$ cat src/rtl/bit_pkg.sv
// Shared types and helpers for the serial-to-word deserializer.
package bit_pkg;

    typedef enum logic {
        ST_FILL = 1'b0,
        ST_HOLD = 1'b1
    } state_t;

    localparam int DEFAULT_WIDTH = 8;

    // Width of a counter that indexes 0..width-1; never narrower than one bit.
    function automatic int count_w(input int width);
        return (width < 2) ? 1 : $clog2(width);
    endfunction

endpackage

$ cat src/rtl/bit_shift_counter.sv
// WIDTH-bit serial shifter with a modulo-WIDTH bit counter and a wrap pulse.
module bit_shift_counter
    import bit_pkg::*;
#(
    parameter int WIDTH     = DEFAULT_WIDTH,
    parameter bit LSB_FIRST = 1'b1
) (
    input  logic                        clk,
    input  logic                        rst,
    input  logic                        shift_en,
    input  logic                        din,
    output logic [WIDTH-1:0]            word,
    output logic [WIDTH-1:0]            shifted,
    output logic [count_w(WIDTH)-1:0]   count,
    output logic                        wrap
);

    localparam int CW = count_w(WIDTH);

    // shifted is the word as it will look after this cycle's bit, so a
    // completing word can be forwarded without waiting for the register.
    always_comb begin
        if (LSB_FIRST) begin
            shifted = {din, word[WIDTH-1:1]};
        end else begin
            shifted = {word[WIDTH-2:0], din};
        end
        wrap = shift_en && (count == CW'(WIDTH - 1));
    end

    always_ff @(posedge clk) begin
        if (rst) begin
            count <= '0;
        end else if (shift_en) begin
            count <= wrap ? '0 : count + CW'(1);
        end
    end

    // Data path needs no reset: a word is only used once all WIDTH bits are in.
    always_ff @(posedge clk) begin
        if (shift_en) begin
            word <= shifted;
        end
    end

endmodule

$ cat src/rtl/bit_deserializer.sv
// Serial bit stream to WIDTH-bit words with a one-word output skid register.
module bit_deserializer
    import bit_pkg::*;
#(
    parameter int WIDTH     = DEFAULT_WIDTH,
    parameter bit LSB_FIRST = 1'b1
) (
    input  logic                        clk,
    input  logic                        rst,
    input  logic                        in0,
    input  logic                        in0_valid,
    output logic                        in0_ready,
    output logic [WIDTH-1:0]            out,
    output logic                        out_valid,
    input  logic                        out_ready,
    output logic [count_w(WIDTH)-1:0]   bit_count
);

    state_t             state;
    state_t             state_next;
    logic               accept;
    logic               out_free;
    logic               wrap;
    logic               load;
    logic [WIDTH-1:0]   word;
    logic [WIDTH-1:0]   shifted;
    logic [WIDTH-1:0]   load_word;

    assign accept   = in0_valid && in0_ready;
    assign out_free = !out_valid || out_ready;

    bit_shift_counter #(
        .WIDTH     (WIDTH),
        .LSB_FIRST (LSB_FIRST)
    ) u_shift (
        .clk      (clk),
        .rst      (rst),
        .shift_en (accept),
        .din      (in0),
        .word     (word),
        .shifted  (shifted),
        .count    (bit_count),
        .wrap     (wrap)
    );

    always_ff @(posedge clk) begin
        if (rst) begin
            state <= ST_FILL;
        end else begin
            state <= state_next;
        end
    end

    always_comb begin
        state_next = state;
        case (state)
            ST_FILL: if (wrap && !out_free) state_next = ST_HOLD;
            ST_HOLD: if (out_free)          state_next = ST_FILL;
            default:                        state_next = ST_FILL;
        endcase
    end

    // In FILL the completing word is still on the shifter input; in HOLD it
    // already sits in the shifter register.
    always_comb begin
        in0_ready = (state == ST_FILL) && !rst;
        load      = 1'b0;
        load_word = word;
        case (state)
            ST_FILL: begin
                load      = wrap && out_free;
                load_word = shifted;
            end
            ST_HOLD: begin
                load      = out_free;
                load_word = word;
            end
            default: begin
                load      = 1'b0;
                load_word = word;
            end
        endcase
    end

    always_ff @(posedge clk) begin
        if (rst) begin
            out       <= '0;
            out_valid <= 1'b0;
        end else if (load) begin
            out       <= load_word;
            out_valid <= 1'b1;
        end else if (out_ready) begin
            out_valid <= 1'b0;
        end
    end

endmodule

$ cat config.mk
export PLATFORM = sky130hd
export DESIGN_NAME = bit_deserializer
export DESIGN_NICKNAME = d
export VERILOG_FILES = /design/src/rtl/bit_pkg.sv /design/src/rtl/bit_shift_counter.sv /design/src/rtl/bit_deserializer.sv
export SDC_FILE = /design/constraint.sdc
export NUM_CORES = 1
export LEC_CHECK = 0
export CELL_PAD_IN_SITES_DETAIL_PLACEMENT = 1
export CELL_PAD_IN_SITES_GLOBAL_PLACEMENT = 1
export CORE_UTILIZATION = 36
export CTS_BUF_LIST = sky130_fd_sc_hd__clkbuf_16
export CTS_CLUSTER_SIZE = 20
export DETAILED_ROUTE_END_ITERATION = 10
export GPL_TIMING_DRIVEN = 0
export MAX_ROUTING_LAYER = met4
export PLACE_DENSITY_LB_ADDON = 0.1
export REMOVE_ABC_BUFFERS = 1
export SKIP_CTS_REPAIR_TIMING = 1
export SLEW_MARGIN = 20
export SYNTH_ARGS = -nofsm -noshare
export SYNTH_HDL_FRONTEND = slang
export SYNTH_HIERARCHICAL = 1
export SYNTH_SLANG_ARGS = --single-unit
$ cat constraint.sdc
create_clock -name clk -period 1.95 [get_ports clk]
set_clock_uncertainty 0.05 [all_clocks]
set_input_delay 0.39 -clock clk [delete_from_list [all_inputs] [get_ports clk]]
set_output_delay 0.39 -clock clk [all_outputs]
set_load 0.02 [all_outputs]
==> results of run 1 <==
-- cell usage after synthesis --
cell type	number	area (µm²)
nor2_1	3	11.3
or2_1	1	6.26
buf_4	8	60.1
edfxtp_1	8	240
ha_1	2	25.0
a21oi_2	1	8.76
buf_2	1	5.00
nand3b_1	1	7.51
mux2i_1	9	90.1
buf_6	2	22.5
or3b_1	1	8.76
a21oi_1	10	50.1
clkbuf_1	2	7.51
nand2b_1	3	18.8
and2_1	2	12.5
a211oi_2	8	100
and2_4	1	8.76
nor3_1	1	5.00
dfxtp_1	13	260
-- area by class of cell --
type	count	area (µm²)	share of cell area
clock buffers	3	75.1	0.0653
clock inverters	1	5.00	0.00435
multi-input cells	43	358	0.311
flip-flops and latches	21	504	0.439
well taps	30	37.5	0.0326
repair buffers	17	170	0.148
-- through the flow --
stage	TNS, ps	cell area (µm²)	utilization
after floorplan	-1460	853	-
after global placement	-16380	1060	0.428
after detailed placement	-17320	1060	0.428
after CTS	-11900	1140	0.461
after global routing	0	1150	0.464
final	0	1150	0.464
-- routing by layer --
layer  routed length [µm]  vias to the layer above
met3                   54                        4
li1                     -                      287
met2                  772                       12
met5                    0                        -
met4                   33                        0
met1                  899                      273
-- registers in the layout, indices dropped and copies added, names as in the netlist --
register	cells
u_shift/count	3
u_shift/word	8
out	8
state	1
out_valid	1
-- cell usage in the layout, fill, tap and decap left out --
cell type        count
and2_1               1
dfxtp_1             12
a211oi_2             8
nand3b_1             1
nor2_1               3
clkdlybuf4s50_1     15
clkbuf_16            3
dlymetal6s2s_1       1
ha_1                 2
a21oi_2              1
clkbuf_4             1
mux2i_1              9
nor3_1               1
edfxtp_1             8
clkinv_2             1
a21oi_1             10
or3b_1               1
or2_4                1
nand2b_1             3
and2_4               2
dfxtp_4              1
-- kinds of logic after synthesis --
kind of cell | after synthesis
flip-flops | 21
multiplexers | 9
buffers and inverters | 13
AND/OR/NAND/NOR | 13
adder cells (fa/ha/maj) | 2
AO/OA/AOI/OAI | 19
-- path summary, 6_finish.rpt --
kind                    from          endpoint  cells past startpoint  slack, ps
min reg2reg  u_shift/word[7]   u_shift/word[6]                      0        440
min                      rst  u_shift/count[0]                      2        430
max reg2reg            state            out[6]                      6        200
max                    state            out[6]                      6        200
-- where the power goes --
group | internal (W) | leakage, nW | switching, W
registers | 0.000463 | 0.181 | 0.00000616
clock network | 0.000275 | 0.0409 | 0.000155
logic | 0.0000193 | 0.156 | 0.0000231
total | 0.000758 | 0.378 | 0.000184
==> flow_summary.toml, run 1 <==
[logic_synthesis]
yosysSeqAreaShare = 0.528
yosysWarnings = 6
synth_mux_area_frac = 0.0950
synth-compound-area-share = 0.168
synthAdderAreaFrac = 0.0264
syn_area_um2 = 948
ys_ff_latch = 21
avgSynthCellArea_um2 = 12.3
postSynthCellCount = 77
yosysUniqueCellTypes = 19
synthSimpleGateAreaFrac = 0.0831
synth_top_family_by_area = "compound AO/OA/AOI/OAI gates"
synth_xor_xnor_area_share = 0

[cts]
cts_made_buffers = 3
clock_path_buffers = 2
cts_root_buf = "clkbuf_16"
clk_pin_slew_ps = 60
clkLatencyLatePin_ps = 250
cts_tree = "built"
htree_levels = 1
cts.sinks = 21

[setup_path]
cp_common_cell = "and2_4"
endpoint_kind = "register"
crit_type = "register to register"
path_cells = "nor2_1 -> and2_4 -> and2_1 -> or2_4 -> and2_4 -> a211oi_2"
cp.arrival_ps = 1880
path_buf_inv = 0
crit_slowest_cell = "dfxtp_4"
crit_family = "simple AND/OR/NAND/NOR gates"
cp-start-kind = "register"
crit_fanout = 14
crit_required_ps = 2070
crit_path_max_incr_delay_ps = 450

[final_layout]
n_antenna_cell = 0
drive_above_1_share = 0.212
stdcell_count = 115
area_growth_pct = 21.2
nFillCells = 269
nets = 93

[global_routing]
antenna_found_initial = 0
grtUsageMet1 = 0.182
track_usage = 0.149
grt_max_degree = 15
grt_busiest_layer = "met2"
use_met3 = 0.0345
first_global_vias = 548
overflow = 0
met2_usage = 0.221
grt_pass1_wl_mm = 2.72

[routing]
wl_per_cell_um = 15.3
drc_errors = 0
firstDrtPassIters = 4
viasPerCell = 5.01
drt-total-wl_mm = 1.76
via_count = 576
ant_nets = 0
drt_iter0_markers = 1

[sta]
worst_pin_slew_ps = 483
rsz0062_at_grt = "false"
holdWs_ps = 426
hold_viol = 0
max-slew-margin-rel = 0.678
setup_ws_ps = 196
timing.fmax_ghz = 0.570
drv_slew = 0
setup_viol = 0
fin_crit_ps = 1750
period_share = 0.900

[status]
status = "finished clean"

[placement]
port_buffers = 17
globalplace.congestion = 0.656
dp.cells = 111
place_ws_ps = -1230

[die]
dieHeight_um = 53.3
ios = 18
die-width_um = 53.3
initial_core_util = 0.383
row_count = 18
dieArea_mm2 = 0.00284
core_area_mm2 = 0.00248

[power]
power.total_w = 0.000942
power_per_cell_area_mw_per_mm2 = 819
irDropWorstVdd_uv = 417
p_leak_nw = 0.378

[worst_hold_path]
hold_class = "input pin to register"

[job]
drv_cap = 0
(Power assumes the default switching activity.)
==> run 2: changes to the inputs <==
CORE_MARGIN = 1   (was unset)
==> results of run 2 <==
No change in the layout: final DEF, timing and power equal those of run 1.
==> patch (flow settings as in run 1) <==
Make the reset (`rst`) asynchronous in 3 clocked blocks.
--- a/src/rtl/bit_shift_counter.sv
+++ b/src/rtl/bit_shift_counter.sv
@@ -28,7 +28,7 @@
         wrap = shift_en && (count == CW'(WIDTH - 1));
     end
 
-    always_ff @(posedge clk) begin
+    always_ff @(posedge clk or posedge rst) begin
         if (rst) begin
             count <= '0;
         end else if (shift_en) begin
--- a/src/rtl/bit_deserializer.sv
+++ b/src/rtl/bit_deserializer.sv
@@ -43,7 +43,7 @@
         .wrap     (wrap)
     );
 
-    always_ff @(posedge clk) begin
+    always_ff @(posedge clk or posedge rst) begin
         if (rst) begin
             state <= ST_FILL;
         end else begin
@@ -82,7 +82,7 @@
         endcase
     end
 
-    always_ff @(posedge clk) begin
+    always_ff @(posedge clk or posedge rst) begin
         if (rst) begin
             out       <= '0;
             out_valid <= 1'b0;
Behaviour: differs if rst is asserted again (counterexample within 4 cycles, from zero or initial values and one cycle with rst high); with rst held inactive, the same outputs for 10 cycles.
==> patch against run 1 <==
Global-route usage shrank 2.4 points; sequential cell count is the same; cell area grew 7.7%; synthesized area grew 4.1%; routed wire length shrank 11%; setup slack lost 0.097 ns; die area grew 3.9%; final cell count shrank 5.2%; utilization grew 2.3 points; critical path type is now in2reg.
Power is not compared: it rests on default switching activity, and its combinational part moved more than twofold at a synthesized area within 25%.
==> patch: results (changes against run 1) <==
<table>
<tr><th>Metric</th><th>Value</th></tr>
<tr><th colspan="2">Hold path</th></tr>
<tr><td>Path type of the worst min-delay path</td><td>in2async</td></tr>
<tr><th colspan="2">Cells and area</th></tr>
<tr><td>Layout fillers</td><td>248 (-7.8%)</td></tr>
<tr><td>Final Instance Count excl. Fillers</td><td>109 (-5.2%)</td></tr>
<tr><td>Share of cells above drive strength 1</td><td>0.3671 (+0.1553)</td></tr>
<tr><td>Count of nets after finishing</td><td>87 (-6.5%)</td></tr>
<tr><th colspan="2">Routing</th></tr>
<tr><td>Met1 Routed Length</td><td>741 um (-18%)</td></tr>
<tr><td>Number of DRC markers in iteration 0</td><td>4 (+3)</td></tr>
<tr><td>Via density</td><td>4.633 (-7.5%)</td></tr>
<tr><td>Met3 WL post-DR</td><td>44 um (-19%)</td></tr>
<tr><td>Total iterations of the first detailed-routing run</td><td>2 (-2)</td></tr>
<tr><td>Detailed-route wire length</td><td>1558 um (-11%)</td></tr>
<tr><th colspan="2">Global routing</th></tr>
<tr><td>GRT met2 Usage</td><td>0.1870 (-0.03384)</td></tr>
<tr><td>Number of global-route vias before repair</td><td>483 (-12%)</td></tr>
<tr><td>Wire length of the first global-routing pass</td><td>2401 um (-12%)</td></tr>
<tr><td>Met1 track demand over resource</td><td>0.1585 (-0.02296)</td></tr>
<tr><td>Largest net degree at the start of global routing</td><td>14 (-1)</td></tr>
<tr><td>GRT Util Overall</td><td>0.1247 (-0.02447)</td></tr>
<tr><td>Met3 global-route usage</td><td>0.02500 (-0.009483)</td></tr>
<tr><th colspan="2">Critical path</th></tr>
<tr><td>Top fanout value on the critical path</td><td>8 (-6)</td></tr>
<tr><td>Arrival time at the worst endpoint</td><td>1.93 ns (+0.05 ns)</td></tr>
<tr><td>Critical-path cell with the highest stage delay</td><td>clkdlybuf4s50_1</td></tr>
<tr><th colspan="2">Logic synthesis</th></tr>
<tr><td>Commonest register cell after synthesis</td><td>dfrtp_1</td></tr>
<tr><td>Number of distinct standard cells referenced by the synthesized netlist</td><td>17 (-2)</td></tr>
<tr><td>Number of standard cells after synthesis</td><td>65 (-16%)</td></tr>
<tr><td>Most area-consuming cells after synthesis</td><td>dfrtp_1, edfxtp_1, mux2_4, mux2_2, buf_4</td></tr>
<tr><th colspan="2">Placement</th></tr>
<tr><td>Final Wtd Congestion</td><td>0.6304 (-4.0%)</td></tr>
<tr><td>Cell area reported after detailed placement</td><td>1112 um2 (+4.8%)</td></tr>
<tr><th colspan="2">STA</th></tr>
<tr><td>Slew margin rel.</td><td>0.7029 (+0.02505)</td></tr>
<tr><th colspan="2">Run status</th></tr>
<tr><td>Status</td><td>finished clean</td></tr>
</table>
-- patch: worst max-delay path, delay by kind of cell --
kind / cells / cell delay [ns]
and+or+nand+nor: 5 / 0.66
muxes: 1 / 0.30
buffers and inverters: 2 / 0.58
-- patch: cells by family (layout without fill, tap and decap cells) --
group                    Yosys count  after routing  synth area share
flip-flops                        21             21            0.5729
adder cells (fa/ha/maj)            2              2           0.02534
multiplexers                      18             18            0.2383
AND/OR/NAND/NOR                    9              9           0.05831
buffers and inverters             14             28           0.09886
AO/OA/AOI/OAI                      1              1          0.006341
-- patch: cell type report --
type,count,area share
sequential,21,0.4576
multi-input combinational,30,0.2677
timing repair buffer,20,0.1677
clock buffer,3,0.06061
tap,30,0.03030
inverter,4,0.01212
clock inverter,1,0.004040
-- patch: path summary, 6_finish.rpt --
check	startpoint	to	cells past startpoint
min reg2reg	u_shift/word[3]$_DFFE_PP_	u_shift/word[2]$_DFFE_PP_	0
min	rst	u_shift/count[0]$_DFFE_PP0P_	2
max	rst	out[0]$_DFFE_PP0P_	8
min in group clk	u_shift/word[3]$_DFFE_PP_	u_shift/word[2]$_DFFE_PP_	0
max reg2reg	state$_DFF_PP0_	out[0]$_DFFE_PP0P_	7
max in group asynchronous	rst	state$_DFF_PP0_	2
-- patch: per-stage QoR --
step / hold slack [ns] / setup WS (ns) / utilization
after floorplan: 0.09364 / -0.5415 / -
after global placement: 0.4095 / -0.8844 / 0.4371
after detailed placement: 0.4146 / -0.9145 / 0.4371
after CTS: 0.3221 / -0.7233 / 0.4685
after global routing: 0.3306 / 0.01814 / 0.4867
final: 0.3234 / 0.09838 / 0.4867
